===== src/rtl/cross_bar_pkg.sv =====
// Shared crossbar types: arbitration state encoding and the round-robin index step.
package cross_bar_pkg;

  typedef enum logic [1:0] {
    IDLE   = 2'd0,
    ACTIVE = 2'd1
  } arb_state_t;

  function automatic int unsigned rr_next(input int unsigned idx, input int unsigned n);
    return (idx + 1 >= n) ? 0 : idx + 1;
  endfunction

endpackage


===== src/rtl/rr_arbiter.sv =====
// Combinational round-robin pick: first requester after last_grant, wrapping at CHANNEL_NO.
module rr_arbiter
  import cross_bar_pkg::*;
#(
  parameter int CHANNEL_NO = 4,
  parameter int MSEL_WIDTH = $clog2(CHANNEL_NO)
) (
  input  logic [CHANNEL_NO-1:0] req,
  input  logic [MSEL_WIDTH-1:0] last_grant,
  output logic [MSEL_WIDTH-1:0] grant,
  output logic                  any_req
);

  int unsigned           idx;
  logic [MSEL_WIDTH-1:0] cand;
  logic                  found;

  always_comb begin
    grant = '0;
    found = 1'b0;
    cand  = '0;
    idx   = 32'(last_grant);
    for (int i = 0; i < CHANNEL_NO; i++) begin
      idx  = rr_next(idx, CHANNEL_NO);
      cand = MSEL_WIDTH'(idx);
      if (!found && req[cand]) begin
        grant = cand;
        found = 1'b1;
      end
    end
    any_req = |req;
  end

endmodule


===== src/rtl/cross_bar_arb_mux.sv =====
// Crossbar output stage: packet-locked round-robin merge of CHANNEL_NO AXI-Stream sources.
// CROSS_BAR_ARB_MUX_OUT_REG_EN adds a 2-entry skid slice on m_axis_* (+1 cycle, full throughput).
module cross_bar_arb_mux
  import cross_bar_pkg::*;
#(
  parameter int MSEL_WIDTH = 2,
  parameter int CHANNEL_NO = 2**MSEL_WIDTH,
  parameter int DATA_WIDTH = 32
) (
  input  logic                  aclk,
  input  logic                  areset,
  input  logic [DATA_WIDTH-1:0] s_axis_tdata [CHANNEL_NO],
  input  logic [CHANNEL_NO-1:0] s_axis_tvalid,
  input  logic [CHANNEL_NO-1:0] s_axis_tlast,
  output logic [CHANNEL_NO-1:0] s_axis_tready,
  output logic [DATA_WIDTH-1:0] m_axis_tdata,
  output logic                  m_axis_tvalid,
  output logic                  m_axis_tlast,
  input  logic                  m_axis_tready
);

  arb_state_t            state;
  logic [MSEL_WIDTH-1:0] grant;
  logic [MSEL_WIDTH-1:0] last_grant;
  logic [MSEL_WIDTH-1:0] next_grant;
  logic                  any_req;

  logic [DATA_WIDTH-1:0] mux_tdata;
  logic                  mux_tvalid;
  logic                  mux_tlast;
  logic                  mux_rdy;
  logic                  pkt_done;

  rr_arbiter #(
    .CHANNEL_NO (CHANNEL_NO),
    .MSEL_WIDTH (MSEL_WIDTH)
  ) u_rr_arbiter (
    .req        (s_axis_tvalid),
    .last_grant (last_grant),
    .grant      (next_grant),
    .any_req    (any_req)
  );

  always_comb begin
    mux_tdata     = '0;
    mux_tvalid    = 1'b0;
    mux_tlast     = 1'b0;
    s_axis_tready = '0;
    if (state == ACTIVE) begin
      mux_tdata            = s_axis_tdata[grant];
      mux_tvalid           = s_axis_tvalid[grant];
      mux_tlast            = s_axis_tlast[grant];
      s_axis_tready[grant] = mux_rdy;
    end
  end

  // Lock releases only when the tlast beat is accepted by whatever sits after the mux.
  assign pkt_done = mux_tvalid & mux_rdy & mux_tlast;

  always_ff @(posedge aclk or posedge areset) begin
    if (areset) begin
      state      <= IDLE;
      grant      <= '0;
      last_grant <= MSEL_WIDTH'(CHANNEL_NO - 1);
    end else begin
      case (state)
        IDLE: begin
          if (any_req) begin
            grant <= next_grant;
            state <= ACTIVE;
          end
        end
        ACTIVE: begin
          if (pkt_done) begin
            last_grant <= grant;
            state      <= IDLE;
          end
        end
        default: state <= IDLE;
      endcase
    end
  end

`ifdef CROSS_BAR_ARB_MUX_OUT_REG_EN
  if (1) begin : g_skid
    logic [DATA_WIDTH-1:0] out_data;
    logic [DATA_WIDTH-1:0] skid_data;
    logic                  out_valid;
    logic                  out_last;
    logic                  skid_valid;
    logic                  skid_last;

    // Skid entry catches the beat accepted while the output register is stalled.
    always_ff @(posedge aclk or posedge areset) begin
      if (areset) begin
        out_data   <= '0;
        out_valid  <= 1'b0;
        out_last   <= 1'b0;
        skid_data  <= '0;
        skid_valid <= 1'b0;
        skid_last  <= 1'b0;
      end else begin
        if (mux_tvalid && !skid_valid && out_valid && !m_axis_tready) begin
          skid_valid <= 1'b1;
          skid_data  <= mux_tdata;
          skid_last  <= mux_tlast;
        end
        if (!out_valid || m_axis_tready) begin
          if (skid_valid) begin
            out_data   <= skid_data;
            out_last   <= skid_last;
            out_valid  <= 1'b1;
            skid_valid <= 1'b0;
          end else begin
            out_data  <= mux_tdata;
            out_last  <= mux_tlast;
            out_valid <= mux_tvalid;
          end
        end
      end
    end

    assign mux_rdy       = ~skid_valid;
    assign m_axis_tdata  = out_data;
    assign m_axis_tvalid = out_valid;
    assign m_axis_tlast  = out_last;
  end
`else
  assign mux_rdy       = m_axis_tready;
  assign m_axis_tdata  = mux_tdata;
  assign m_axis_tvalid = mux_tvalid;
  assign m_axis_tlast  = mux_tlast;
`endif

endmodule


===== config.mk =====
export PLATFORM = sky130hd
export DESIGN_NAME = cross_bar_arb_mux
export DESIGN_NICKNAME = d
export VERILOG_FILES = /design/src/rtl/cross_bar_pkg.sv /design/src/rtl/rr_arbiter.sv /design/src/rtl/cross_bar_arb_mux.sv
export SDC_FILE = /design/constraint.sdc
export NUM_CORES = 1
export LEC_CHECK = 0
export ABC_AREA = 1
export CAP_MARGIN = 15
export CORE_MARGIN = 5
export CORE_UTILIZATION = 27
export DETAILED_ROUTE_END_ITERATION = 7
export HOLD_SLACK_MARGIN = 0.06
export PLACE_DENSITY = 0.86
export SLEW_MARGIN = 30
export SYNTH_ARGS = -nofsm -noshare
export SYNTH_HDL_FRONTEND = slang
export SYNTH_SLANG_ARGS = --single-unit

===== constraint.sdc =====
create_clock -name aclk -period 1.9 [get_ports aclk]
set_input_delay 0.38 -clock aclk [delete_from_list [all_inputs] [get_ports aclk]]
set_output_delay 0.38 -clock aclk [all_outputs]
set_load 0.02 [all_outputs]

# [Yosys cells after proc, flatten, opt, wreduce, memory -nomap -nowiden]
# Cells that the tools add are included.
[word_totals] regBits=6 inputBits=139 output_inout_bits=38
[classes] n_addsub=4 magnitude_cmp=11 n_eq_ne=3 muxes=35 bitwise=4 n_reduce_logical=12
[op_table] operator="2-to-1 mux 32 bit" n=6
[op_table] operator="adder 32 x 1 -> 32 bit (second input constant)" n=3
[op_table] operator=">= comparator 32 x 3 -> 1 bit (second input constant)" n=3
[op_table] operator="binary-select mux 32 bit (select 2 bit)" n=1
[op_table] operator="less-than comparator 2 x 3 -> 1 bit (second input constant)" n=5
[op_table] operator="2-to-1 mux 2 bit" n=7
[op_table] operator="binary-select mux 1 bit (select 2 bit)" n=6
[op_table] operator="2-to-1 mux 1 bit" n=12
[op_table] operator=">= comparator 3 bit (second input constant)" n=2
[op_table] operator="AND reduction 2 bit" n=3
[op_table] operator="bitwise AND 4 bit" n=1
[op_table] operator="logical AND 1 bit" n=4
[op_table] operator="2-to-1 mux 4 bit" n=1
[op_table] operator="inequality test 2 bit (second input constant)" n=2
[op_table] operator="case mux 2 bit (2 select lines)" n=1
[op_table] operator="OR reduction 4 bit" n=1
[op_table] operator="adder 2 x 1 -> 3 bit (second input constant)" n=1
[op_table] operator="zero test 1 bit" n=3
[op_table] operator="inverter 2 -> 3 bit" n=1
[op_table] operator="bitwise AND 1 bit" n=2
[op_table] operator="demux 1 bit (select 2 bit)" n=1
[op_table] operator="equality test 2 x 1 -> 1 bit (second input constant)" n=1
[op_table] operator=">= comparator 2 x 1 -> 1 bit (second input constant)" n=1
[op_table] operator="zero test 2 bit" n=1

# [Depth between registers and ports, before layout]
# Gate-level depths: netlist of run 1.
[logic_depth] ltp_word=16 ltp_mapped=13 depth_no_buf=13

# [Modules after synthesis]
# A second synthesis of run 1 with hierarchy kept.
[hier_totals] cells_unflattened=323 hier_area_um2=2138.3
[by_module_without_submodules] module="cross_bar_arb_mux" instances=1 cells_per_inst=243 area_per_inst_um2=1722.9 seq_area_each_um2=127.6
[by_module_without_submodules] module="rr_arbiter" instances=1 cells_per_inst=80 area_per_inst_um2=415.4 seq_area_each_um2=0.0

# [Worst setup path before layout of run 1]
# Ideal clock, no wire load.
[synth_timing] kind="register -> register" from="register last_grant[0]" to="register grant[0]" arrival_time_ns=1.649 slack_ns=0.186 path_stages_with_launch=12 path_buffers=0 synth_period_minus_slack_ns=1.714 path_cell_list="dfstp_2 > inv_2 > ha_1 > inv_1 > nand2_1 > nand3_1 > nand2_1 > nand2_1 > nand3_1 > nand2_1 > nand3_1 > nand2_1"
[synth_via] elab_chain_cells=16 elab_cells_between_ends=33 cone_classes="add/sub: 4; order compare: 4; mux: 19; reduce/logical: 6"
[synth_lines] element="start: declaration" line="cross_bar_arb_mux.sv:24" text="logic [MSEL_WIDTH-1:0] last_grant;"
[synth_lines] element="start signal: assignment" line="cross_bar_arb_mux.sv:64" text="last_grant <= MSEL_WIDTH'(CHANNEL_NO - 1);"
[synth_lines] element="start signal: assignment" line="cross_bar_arb_mux.sv:75" text="last_grant <= grant;"
[synth_lines] element="adder 2 x 1 -> 3 bit *" line="cross_bar_pkg.sv:10" text="return (idx + 1 >= n) ? 0 : idx + 1;"
[synth_lines] element=">= comparator 3 bit" line="cross_bar_pkg.sv:10"
[synth_lines] element="2-to-1 mux 32 bit *" line="cross_bar_pkg.sv:10"
[synth_lines] element="adder 32 x 1 -> 32 bit" line="cross_bar_pkg.sv:10"
[synth_lines] element=">= comparator 32 x 3 -> 1 bit" line="cross_bar_pkg.sv:10"
[synth_lines] element="2-to-1 mux 32 bit" line="cross_bar_pkg.sv:10"
[synth_lines] element="adder 32 x 1 -> 32 bit or binary-select mux 1 bit (select 2 bit) (tied branches)" line="cross_bar_pkg.sv:10, rr_arbiter.sv:26"
[synth_lines] element=">= comparator 32 x 3 -> 1 bit or 2-to-1 mux 1 bit (tied branches)" line="cross_bar_pkg.sv:10, rr_arbiter.sv:26"
[synth_lines] element="2-to-1 mux 32 bit or logical AND 1 bit (tied branches)" line="cross_bar_pkg.sv:10, rr_arbiter.sv:26"
[synth_lines] element="adder 32 x 1 -> 32 bit (tied with other cells)" line="cross_bar_pkg.sv:10"
[synth_lines] element=">= comparator 32 x 3 -> 1 bit (tied with other cells)" line="cross_bar_pkg.sv:10"
[synth_lines] element="2-to-1 mux 2 bit or logical AND 1 bit (tied branches)" line="cross_bar_pkg.sv:10, rr_arbiter.sv:26"
[synth_lines] element="binary-select mux 1 bit (select 2 bit) or 2-to-1 mux 1 bit (tied branches)" line="rr_arbiter.sv:26" text="if (!found && req[cand]) begin"
[synth_lines] element="2-to-1 mux 1 bit (implied by the code) or zero test 1 bit (tied branches)" line="rr_arbiter.sv:26"
[synth_lines] element="logical AND 1 bit" line="rr_arbiter.sv:26"
[synth_lines] element="2-to-1 mux 2 bit *" line="rr_arbiter.sv:26"
[synth_lines] element="end signal: assignment" line="cross_bar_arb_mux.sv:69" text="grant <= next_grant;"
[synth_lines] element="end: declaration" line="cross_bar_arb_mux.sv:23" text="logic [MSEL_WIDTH-1:0] grant;"
# Every way passes the cells marked *; elsewhere a longest branch is shown, timed or not. The select of a mux whose other input is x is not followed.
# A chain may end at the register's enable or synchronous reset.

# [Final worst setup path of run 1]
[layout_timing] from="register grant[0]" to="output m_axis_tdata[25]"
[layout_via] elab_chain_cells=5
[layout_lines] element="inverter 2 -> 3 bit (implied by the code)" line="cross_bar_arb_mux.sv:50" text="mux_tdata = s_axis_tdata[grant];"
[layout_lines] element="binary-select mux 32 bit (select 2 bit)" line="cross_bar_arb_mux.sv:50"
[layout_lines] element="2-to-1 mux 32 bit (implied by the code) (2 in series)" line="cross_bar_arb_mux.sv:50"
[layout_lines] element="2-to-1 mux 32 bit" line="cross_bar_arb_mux.sv:49" text="if (state == ACTIVE) begin"
[layout_lines] element="end: declaration" line="cross_bar_arb_mux.sv:16" text="output logic [DATA_WIDTH-1:0] m_axis_tdata,"
# No other way between the ends. The select of a mux whose other input is x is not followed.

==> implementation parameters, run 1 <==
Parameter                              Value

Placement
  Input/output buffers    between 150 and 200
  Final weighted congestion in routability-driven placement    around 0.94
  Detailed-placement wirelength estimate    7150 um

Critical path
  Category of the critical setup timing path    flop to output port
  Data required time at the worst endpoint    about 1.5 ns
  Critical path capture point    m_axis_tdata[25]
  Launching point of the worst reg2reg path    last_grant[0]
  Type of destination of the critical path    output port
  Start point of the critical path    grant[0]
  Critical path fanouts, max    8
  Cells traversed along the worst timing path    nor2_4, buf_6, buf_12, a22oi_2, a31oi_2, buf_4
  Reg2Reg Setup Slack    approximately 0.15 ns
  Delay contributed by the slowest stage of the critical path    roughly 0.44 ns
  Endpoint of the worst register-to-register path    grant[0]
  Cell with the largest stage delay on the worst path    sky130_fd_sc_hd__dfrtp_2
  Cell count of the worst reg-to-reg path    10
  Arrival @ worst endpoint    1.58 ns
  Startpoint types    flop

Pwr
  Leakage power total    1.65 nW
  Peak supply drop    0.000782 V
  PD cells    1500 mW/mm^2

Clock tree
  Clock Root Buffer    sky130_fd_sc_hd__clkbuf_8
  TritonCTS buffer count    3
  CTS tree    done
  Clock sink count    5
  Clock slew seen by the registers of the worst setup and hold paths    0.03 ns
  H-Tree Level Count    1
  Max Root-Sink Buffers    2
  CTS Hold Buffers Added    0
  Clk_lat worst skew    about 0.22 ns

Synth
  Number of enable-type register cells in the synthesized netlist    0
  Most common library cells after synthesis    sky130_fd_sc_hd__nand2_1 (114), sky130_fd_sc_hd__a22oi_1 (32), sky130_fd_sc_hd__a31oi_1 (32)
  Cell type with the highest aggregate area in the netlist    sky130_fd_sc_hd__nand2_1
  Average footprint of a synthesized cell    between 5 and 6 sq um
  Synthesized cell area    0.00149 sq mm
  Top cells by area in the synthesized netlist    sky130_fd_sc_hd__nand2_1 (29%), sky130_fd_sc_hd__a22oi_1 (16%), sky130_fd_sc_hd__a31oi_1 (13%), sky130_fd_sc_hd__dfrtp_1 (5.0%), sky130_fd_sc_hd__inv_1 (4.5%)
  Fraction of synthesis flops using an asynchronous set or reset pin    between 90% and 100%
  Total nets after synthesis    415
  Most frequent cell after synthesis    sky130_fd_sc_hd__nand2_1
  Flip-flop and latch count after synthesis    5
  Post-synthesis sequential area ratio    under 10%
  Commonest register cell after synthesis    sky130_fd_sc_hd__dfrtp_1
  Area share of the largest cell type after synthesis    approximately 29%
  Unique masters post-synth    26
  Yosys warnings    0
  Number of instances in the synthesized netlist    around 270

Route
  Wire length after detailed routing    between 8000 and 9000 um
  Detailed-route vias per instance    5.04
  Number of iterations in the first detailed-routing pass    4
  Antenna-violating nets left    0
  Initial DRC count    79
  Wirelength per Cell    16.1 um
  Remaining DRCs    0
  Routed vias    2786

STA
  Clock Skews    around 0.0021 ns
  Setup violators final    3
  Final period demand of the worst path    approximately 2.0 ns
  Fin worst setup slack    -0.0571 ns
  Hold Slack    around 0.36 ns
  Final critical-path share of the clock period    103%
  Final Max Tran Viols    0
  Hold Violations, Final    0
  Unrepaired setup endpoints after global routing    yes
  Highest achievable clock rate    511 MHz
  Worst rel slew slack    75.8%
  Slew of the pin with the lowest slew margin    0.360 ns

Floorplan
  Die footprint    between 0.007 and 0.008 sq mm
  Core box area    between 0.005 and 0.006 sq mm
  Initial standard-cell utilization of the core    27.4%
  Number of placement rows    27
  Vertical extent of the die    approximately 84 um
  Die X-Extent    84.2 um
  Top-level I/O count    approximately 180

Finish
  Number of antenna repair diodes    0
  Share of cells above drive strength 1    between 20% and 30%
  Area overhead of the layout relative to synthesis    155%
  Final #Nets    roughly 630
  Number of filler cells placed in the layout    between 400 and 500
  Finished Core Util    69.8%

GRT
  Maximum number of pins on one net before global-route repair    30
  Total GRT Usage    between 20 and 25%
  Vias in the first global route    2843
  Initial antenna violation count    0
  Residual overflow from global routing    0
  First-pass GRT wire length    between 10000 and 15000 um

Worst hold path
  Class of the tightest hold or removal check    input pin to asynchronous set/reset pin

Flow run
  Number of max-cap violations    0

Outcome
  Status    finished, violations left
  Violated checks    setup timing
-- per-stage QoR --
step / power [mW] / setup TNS, ns / area, sq um / worst slack, ns / cells
finish: 5.68 / -0.0909 / 3790 / -0.0571 / 553
floorplan: 2.78 / 0 / 1490 / 0.186 / 271
CTS: 4.99 / -0.0179 / 3530 / -0.0120 / 546
global placement: 4.97 / -7.83 / 3550 / -0.414 / 535
global route: 6.09 / -1.91 / 3790 / -0.119 / 553
detailed placement: 5.04 / -8.73 / 3550 / -0.419 / 535
-- layer usage --
metal / track usage (%) / vias to the layer above / routed length, um / part of all wire, %
li1: - / 1359 / - / -
met1: 25.1 / 1282 / 3230 / 36
met2: 42.1 / 127 / 4640 / 52
met3: 5.69 / 18 / 787 / 8.8
met4: 5.56 / 0 / 239 / 2.7
met5: 0 / - / 0 / 0
-- final cells by class --
type / instances / area, sq um / share of cell area [%]
clock buffer: 4 / 45.0 / 1.19
inverter: 25 / 101 / 2.67
multi-input combinational: 226 / 1290 / 34.1
sequential: 5 / 130 / 3.43
tap: 72 / 90.1 / 2.37
timing repair buffer: 221 / 2140 / 56.3
-- worst min path at each step --
stage	from	endpoint	slack, ns	depth (start not counted)
after global placement	last_grant[1]	last_grant[1]	0.48	2
after detailed placement	last_grant[1]	last_grant[1]	0.48	2
after global routing	areset	state[0]	0.38	2
after floorplan	areset	grant[0]	0.16	1
after CTS	areset	state[0]	0.37	2
final	areset	state[0]	0.36	2
-- cells by family after synthesis --
| family | share of synthesized area (%) |
|---|---|
| simple gates | 43.1 |
| fa+ha+maj | 4.21 |
| compound gates | 33.1 |
| flops | 8.58 |
| buf+inv | 11.1 |
-- where the power goes --
part,switching (mW),internal [mW],total (mW)
clock network,0.0505,0.144,0.194
registers,0.0713,0.171,0.242
logic,2.80,2.44,5.24
total,2.92,2.75,5.68
-- worst max-delay path, delay by kind of cell (launching register included) --
family / cells / cell delay, ns
simple gates: 1 / 0.15
compound gates: 2 / 0.32
flops: 1 / 0.44
buf+inv: 3 / 0.43
-- state kept, by name, indices dropped and copies added, names as in the netlist --
register    count
grant           2
last_grant      2
state           1
-- cell usage in the layout, fill, tap and decap left out, types with 2 or more instances in the layout --
cell type / count
sky130_fd_sc_hd__a21oi_1: 4
sky130_fd_sc_hd__a22oi_1: 21
sky130_fd_sc_hd__a22oi_2: 11
sky130_fd_sc_hd__a31oi_1: 30
sky130_fd_sc_hd__a31oi_2: 2
sky130_fd_sc_hd__buf_12: 5
sky130_fd_sc_hd__buf_2: 8
sky130_fd_sc_hd__buf_4: 55
sky130_fd_sc_hd__buf_6: 6
sky130_fd_sc_hd__buf_8: 2
sky130_fd_sc_hd__clkbuf_16: 3
sky130_fd_sc_hd__clkbuf_2: 2
sky130_fd_sc_hd__clkbuf_8: 3
sky130_fd_sc_hd__clkdlybuf4s50_1: 138
sky130_fd_sc_hd__dfrtp_2: 2
sky130_fd_sc_hd__dfstp_2: 2
sky130_fd_sc_hd__ha_1: 4
sky130_fd_sc_hd__inv_1: 17
sky130_fd_sc_hd__inv_2: 5
sky130_fd_sc_hd__nand2_1: 112
sky130_fd_sc_hd__nand2_2: 6
sky130_fd_sc_hd__nand2_4: 3
sky130_fd_sc_hd__nand3_1: 9
sky130_fd_sc_hd__nand3_2: 2
sky130_fd_sc_hd__nand4_1: 3
sky130_fd_sc_hd__nor2_1: 7
sky130_fd_sc_hd__nor2_2: 2
sky130_fd_sc_hd__nor2_4: 2
-- what timing repair did --
| item | CTS | global route |
|---|---|---|
| endpoints found under the setup margin | 38 | 38 |
| pin swaps | 1 | 10 |
| buffers inserted | 7 | 4 |
| resized for setup | 186 | 51 |
| gates cloned | 0 | 3 |
Note: power is estimated with default switching activity, not from simulation.
==> run 2: changes to the inputs <==
==> constraint.sdc (replaced) <==
create_clock -name aclk -period 1.9 [get_ports aclk]
set_input_delay 0.38 -clock aclk [delete_from_list [all_inputs] [get_ports aclk]]
set_output_delay 0.38 -clock aclk [all_outputs]
set_load 0.1 [all_outputs]
==> run 2 against run 1 <==
Net effect: the run still ends with setup timing left; critical path depth is the same; critical path type unchanged; largest cell class unchanged; clock skew fell by 0.0018 ns; utilization up 15 points; first-iteration DRC count is 130% higher; non-clock buffer count shrank 14; global-route usage is 2.4 points higher.
==> implementation parameters, run 2 (synthesized netlist as in run 1, its figures left out) <==
Parameter                              Value

Placement
  Placed cell count    520 (was 535)
  Final weighted congestion in routability-driven placement    0.813 (was 0.937)
  Detailed-placement wirelength estimate    7490 um (was 7150 um)
  Total placed instance area    0.00406 sq mm (was 0.00355 sq mm)
  Post-Place Setup Slack    -0.0764 ns (was -0.419 ns)
  Input/output buffers    176 (unchanged)

Critical path
  Cells traversed along the worst timing path    nor2_4, buf_6, clkbuf_16, a22oi_1, a31oi_2, buf_12 (was nor2_4, buf_6, buf_12, a22oi_2, a31oi_2, buf_4)
  Startpoint types    flop (unchanged)
  Category of the critical setup timing path    flop to output port (unchanged)
  Launching point of the worst reg2reg path    last_grant[0] (unchanged)
  Start point of the critical path    grant[1] (was grant[0])
  Arrival @ worst endpoint    1.68 ns (was 1.58 ns)
  Type of destination of the critical path    output port (unchanged)
  Critical path fanouts, max    8 (unchanged)
  Cell with the largest stage delay on the worst path    sky130_fd_sc_hd__dfrtp_2 (unchanged)
  Data required time at the worst endpoint    1.52 ns (about the same)
  Count of buffer and inverter cells on the critical path    3 (unchanged)
  Crit path max-delay family    buffers and inverters (was flip-flops)
  Delay contributed by the slowest stage of the critical path    0.45 ns (was 0.44 ns)

STA
  Worst rel slew slack    75.6% (was 75.8%)
  Final period demand of the worst path    2.06 ns (was 1.96 ns)
  Unrepaired setup endpoints after global routing    yes (unchanged)
  Fin worst setup slack    -0.158 ns (was -0.0571 ns)
  Setup violators final    34 (was 3)
  Clock Skews    0.000325 ns (was 0.00208 ns)
  Slew of the pin with the lowest slew margin    0.363 ns (was 0.360 ns)
  Hold Violations, Final    0 (unchanged)
  Final critical-path share of the clock period    108% (was 103%)
  Final Max Tran Viols    0 (unchanged)
  Highest achievable clock rate    486 MHz (was 511 MHz)

Floorplan
  Top-level I/O count    177 (unchanged)
  Core box area    0.00544 sq mm (unchanged)
  Initial standard-cell utilization of the core    27.4% (unchanged)
  Die footprint    0.00709 sq mm (unchanged)
  Vertical extent of the die    84.2 um (unchanged)
  Number of placement rows    27 (unchanged)
  Die X-Extent    84.2 um (unchanged)

Clock tree
  Clock Root Buffer    sky130_fd_sc_hd__clkbuf_8 (unchanged)
  Clock slew seen by the registers of the worst setup and hold paths    0.04 ns (was 0.03 ns)
  Clock sink count    5 (unchanged)
  CTS tree    done (unchanged)
  H-Tree Level Count    1 (unchanged)
  Max Root-Sink Buffers    2 (unchanged)
  CTS Hold Buffers Added    0 (unchanged)
  Clk_lat worst skew    0.23 ns (was 0.22 ns)
  TritonCTS buffer count    3 (unchanged)

GRT
  Residual overflow from global routing    0 (unchanged)
  Total GRT Usage    24.9% (was 22.5%)
  Initial antenna violation count    0 (unchanged)
  Vias in the first global route    2935 (was 2843)
  Maximum number of pins on one net before global-route repair    34 (was 30)
  First-pass GRT wire length    14200 um (was 13300 um)

Finish
  Area overhead of the layout relative to synthesis    211% (was 155%)
  Finished Core Util    85.0% (was 69.8%)
  Final standard cell count with taps included and fillers excluded    539 (was 553)
  Number of antenna repair diodes    0 (unchanged)
  Largest registers    grant x2, last_grant x2, state x1 (unchanged)
  Number of filler cells placed in the layout    284 (was 475)
  FF+latch area    130 sq um (unchanged)
  Share of cells above drive strength 1    34.5% (was 26.2%)
  Final design area excluding fillers    0.00463 sq mm (was 0.00379 sq mm)
  Most frequent cells in the layout    sky130_fd_sc_hd__clkdlybuf4s50_1 (137), sky130_fd_sc_hd__nand2_1 (111), sky130_fd_sc_hd__buf_12 (44) (was sky130_fd_sc_hd__clkdlybuf4s50_1 (138), sky130_fd_sc_hd__nand2_1 (112), sky130_fd_sc_hd__buf_4 (55))
  Leading cell type in the layout, fill and taps excluded    sky130_fd_sc_hd__clkdlybuf4s50_1 (unchanged)
  Multi-input gate area in the final layout    0.00165 sq mm (was 0.00129 sq mm)
  Final #Nets    612 (was 626)

Route
  Routed vias    2868 (was 2786)
  Number of iterations in the first detailed-routing pass    4 (unchanged)
  Wire length after detailed routing    10700 um (was 8900 um)
  Detailed-route vias per instance    5.32 (was 5.04)
  Remaining DRCs    0 (unchanged)
  Initial DRC count    180 (was 79)
  Antenna-violating nets left    0 (unchanged)
  Wirelength per Cell    19.9 um (was 16.1 um)

Outcome
  Status    finished, violations left (unchanged)
  Violated checks    setup timing (unchanged)

Worst hold path
  Class of the tightest hold or removal check    input pin to asynchronous set/reset pin (unchanged)

Flow run
  Number of max-cap violations    0 (unchanged)
==> run 2: cell types whose count changed in the layout (fill, tap and decap cells not counted), sizes merged <==
cell,before,now
clkdlybuf4s50,138,137
buf,76,62
inv,23,24
clkdlybuf4s15,1,0
clkbuf,9,11
clkinv,2,1
==> run 2: area by class of cell <==
class                      instances  area share, %
clock buffer                       4          0.974
inverter                          25           2.19
multi-input combinational        226           35.7
sequential                         5           2.81
tap                               72           1.95
timing repair buffer             207           56.4
==> run 2: metrics by stage <==
stage,hold WS (ns),setup TNS [ns]
finish,0.355,-3.99
global route,0.370,-6.54
CTS,0.357,-3.50
detailed placement,0.493,-0.0764
global placement,0.478,-0.0822
floorplan,0.157,-11.68
==> run 2: per-layer routing <==
layer  vias to the layer above  global-route usage (%)  part of all wire (%)
met1                      1349                    26.4                    35
met3                        30                    6.08                   8.1
li1                       1337                       -                     -
met2                       152                    47.5                    53
met4                         0                    8.33                   3.7
met5                         -                       0                     0
==> run 2: path summary, 6_finish.rpt <==
path,to,slack (ns),depth (start not counted)
setup / recovery,m_axis_tdata[30],-0.16,6
hold / removal,state[0],0.36,2
setup reg to reg,grant[0],0.12,10
hold reg to reg,last_grant[1],0.50,2
max in group asynchronous,last_grant[0],1.30,2
min in group aclk,last_grant[1],0.50,2
==> run 2: what timing repair did <==
| item | 4_1_cts | 5_1_grt |
|---|---|---|
| pin swaps | 2 | 7 |
| cloned | 1 | 9 |
| resized for setup | 9 | 44 |
| endpoints found under the setup margin | 34 | 36 |
| setup buffers | 4 | 1 |
Power of run 2 is left out: the tool's default activity adds up to more than one toggle a clock period on the data nets, which glitch-free logic cannot reach.
==> run 3: changes to the inputs <==
--- a/config.mk
+++ b/config.mk
@@ -6,12 +6,13 @@
 export NUM_CORES = 1
 export LEC_CHECK = 0
 export ABC_AREA = 1
-export CAP_MARGIN = 15
+export CAP_MARGIN = 25
 export CORE_MARGIN = 5
 export CORE_UTILIZATION = 27
 export DETAILED_ROUTE_END_ITERATION = 7
 export HOLD_SLACK_MARGIN = 0.06
 export PLACE_DENSITY = 0.86
+export SETUP_SLACK_MARGIN = 0.3
 export SLEW_MARGIN = 30
 export SYNTH_ARGS = -nofsm -noshare
 export SYNTH_HDL_FRONTEND = slang
==> run 3 against run 2 <==
Net effect: the flow still finishes with violations (setup timing); global-route usage rose by 4.5 points; maximum frequency is 3.2% lower; critical path depth rose by 1; first-iteration DRC count increased by 9.4%.
==> implementation parameters, run 3 (synthesized netlist as in run 1, its figures left out) <==
Parameter                              Value

Outcome
  Status    finished, violations left (unchanged)
  Violated checks    setup timing (unchanged)

Finish
  Final #Nets    619 (was 612)
  Most frequent cells in the layout    sky130_fd_sc_hd__clkdlybuf4s50_1 (137), sky130_fd_sc_hd__nand2_1 (77), sky130_fd_sc_hd__buf_12 (49) (was sky130_fd_sc_hd__clkdlybuf4s50_1 (137), sky130_fd_sc_hd__nand2_1 (111), sky130_fd_sc_hd__buf_12 (44))
  Final design area excluding fillers    0.00520 sq mm (was 0.00463 sq mm)
  Share of cells above drive strength 1    48.3% (was 34.5%)
  Largest registers    grant x2, last_grant x2, state x1 (unchanged)
  Multi-input gate area in the final layout    0.00214 sq mm (was 0.00165 sq mm)
  FF+latch area    130 sq um (unchanged)
  Area overhead of the layout relative to synthesis    249% (was 211%)
  Number of antenna repair diodes    0 (unchanged)
  Number of filler cells placed in the layout    126 (was 284)
  Leading cell type in the layout, fill and taps excluded    sky130_fd_sc_hd__clkdlybuf4s50_1 (unchanged)

Route
  Number of iterations in the first detailed-routing pass    4 (unchanged)
  Wire length after detailed routing    15000 um (was 10700 um)
  Detailed-route vias per instance    6.05 (was 5.32)
  Wirelength per Cell    27.4 um (was 19.9 um)
  Antenna-violating nets left    0 (unchanged)
  Remaining DRCs    0 (unchanged)
  Initial DRC count    197 (was 180)
  Routed vias    3305 (was 2868)

Clock tree
  TritonCTS buffer count    3 (unchanged)
  CTS tree    done (unchanged)
  Clock slew seen by the registers of the worst setup and hold paths    0.04 ns (about the same)
  Clock sink count    5 (unchanged)
  Max Root-Sink Buffers    2 (unchanged)
  Clock Root Buffer    sky130_fd_sc_hd__clkbuf_8 (unchanged)
  CTS Hold Buffers Added    0 (unchanged)
  Clk_lat worst skew    0.22 ns (was 0.23 ns)
  H-Tree Level Count    1 (unchanged)

Floorplan
  Number of placement rows    27 (unchanged)
  Top-level I/O count    177 (unchanged)
  Die footprint    0.00709 sq mm (unchanged)
  Initial standard-cell utilization of the core    27.4% (unchanged)
  Core box area    0.00544 sq mm (unchanged)
  Vertical extent of the die    84.2 um (unchanged)
  Die X-Extent    84.2 um (unchanged)

Critical path
  Category of the critical setup timing path    flop to output port (unchanged)
  Reg2Reg Setup Slack    -0.05 ns (was 0.12 ns)
  Startpoint types    flop (unchanged)
  Critical path fanouts, max    14 (was 8)
  Type of destination of the critical path    output port (unchanged)
  Cell count of the worst reg-to-reg path    12 (was 10)
  Launching point of the worst reg2reg path    last_grant[1] (was last_grant[0])
  Arrival @ worst endpoint    1.75 ns (was 1.68 ns)
  Endpoint of the worst register-to-register path    grant[1] (was grant[0])
  Data required time at the worst endpoint    1.52 ns (about the same)

GRT
  Total GRT Usage    29.4% (was 24.9%)
  Initial antenna violation count    0 (unchanged)
  First-pass GRT wire length    16800 um (was 14200 um)
  Maximum number of pins on one net before global-route repair    27 (was 34)
  Residual overflow from global routing    0 (unchanged)
  Vias in the first global route    3069 (was 2935)

STA
  Hold Slack    0.361 ns (was 0.355 ns)
  Clock Skews    0.00137 ns (was 0.000325 ns)
  Final Max Tran Viols    0 (unchanged)
  Final period demand of the worst path    2.13 ns (was 2.06 ns)
  Highest achievable clock rate    471 MHz (was 486 MHz)
  Slew of the pin with the lowest slew margin    0.441 ns (was 0.363 ns)
  Worst rel slew slack    70.3% (was 75.6%)
  Fin worst setup slack    -0.225 ns (was -0.158 ns)
  Final critical-path share of the clock period    112% (was 108%)
  Setup violators final    36 (was 34)
  Unrepaired setup endpoints after global routing    yes (unchanged)
  Hold Violations, Final    0 (unchanged)

Placement
  Post-Place Setup Slack    -0.00628 ns (was -0.0764 ns)
  Detailed-placement wirelength estimate    7930 um (was 7490 um)
  Total placed instance area    0.00452 sq mm (was 0.00406 sq mm)
  Input/output buffers    176 (unchanged)
  Final weighted congestion in routability-driven placement    0.894 (was 0.813)

Flow run
  Number of max-cap violations    0 (unchanged)

Worst hold path
  Class of the tightest hold or removal check    input pin to asynchronous set/reset pin (unchanged)
-- run 3: cell count changes in the layout (fill, tap and decap cells not counted), sizes merged --
cell and delta:
buf +10, clkbuf -3
-- run 3: metrics by stage --
step | TNS, ns | utilization [%] | std cells
after CTS | -3.58 | 89.8 | 532
after global placement | 0 | 83.1 | 518
after floorplan | 0 | - | 271
final | -5.51 | 95.6 | 546
after detailed placement | -0.00628 | 83.1 | 518
after global routing | -6.91 | 95.6 | 546
-- run 3: worst max-delay path, cell delays in order (launching register included) --
cell	delay [ns]
sky130_fd_sc_hd__dfrtp_2	0.47
sky130_fd_sc_hd__inv_2	0.05
sky130_fd_sc_hd__nand2_2	0.15
sky130_fd_sc_hd__inv_4	0.08
sky130_fd_sc_hd__buf_12	0.16
sky130_fd_sc_hd__a22oi_2	0.23
sky130_fd_sc_hd__a31oi_4	0.17
sky130_fd_sc_hd__buf_12	0.20
-- run 3: per-layer routing --
metal / up-vias / track usage [%] / wire (um)
li1: 1344 / - / -
met1: 1578 / 31.9 / 4700
met2: 281 / 57.6 / 7760
met3: 102 / 5.50 / 1240
met4: 0 / 7.75 / 1250
met5: - / 0 / 0
-- run 3: repair_timing --
item,in CTS,in global routing
buffers inserted,9,9
setup endpoints to repair,40,42
cloned,1,5
pin swaps,25,23
gates resized for setup,56,32
-- run 3: final cells by class --
type / count / share of cell area, %
clock buffer: 4 / 0.867
tap: 72 / 1.73
sequential: 5 / 2.50
inverter: 25 / 2.31
timing repair buffer: 214 / 51.5
multi-input combinational: 226 / 41.1
-- run 3: worst max-delay path by stage --
stage | start | end | slack, ns | cells after the start
2_1_floorplan | grant[0] | s_axis_tready[0] | 0.01 | 3
3_3_place_gp | s_axis_tvalid[1] | m_axis_tvalid | 0.03 | 6
3_5_place_dp | s_axis_tvalid[1] | m_axis_tvalid | -0.006 | 6
4_1_cts | grant[1] | m_axis_tdata[7] | -0.14 | 7
5_1_grt | grant[1] | m_axis_tdata[18] | -0.25 | 7
6_report | grant[1] | m_axis_tdata[18] | -0.23 | 7
Power of run 3 is left out for the same reason.
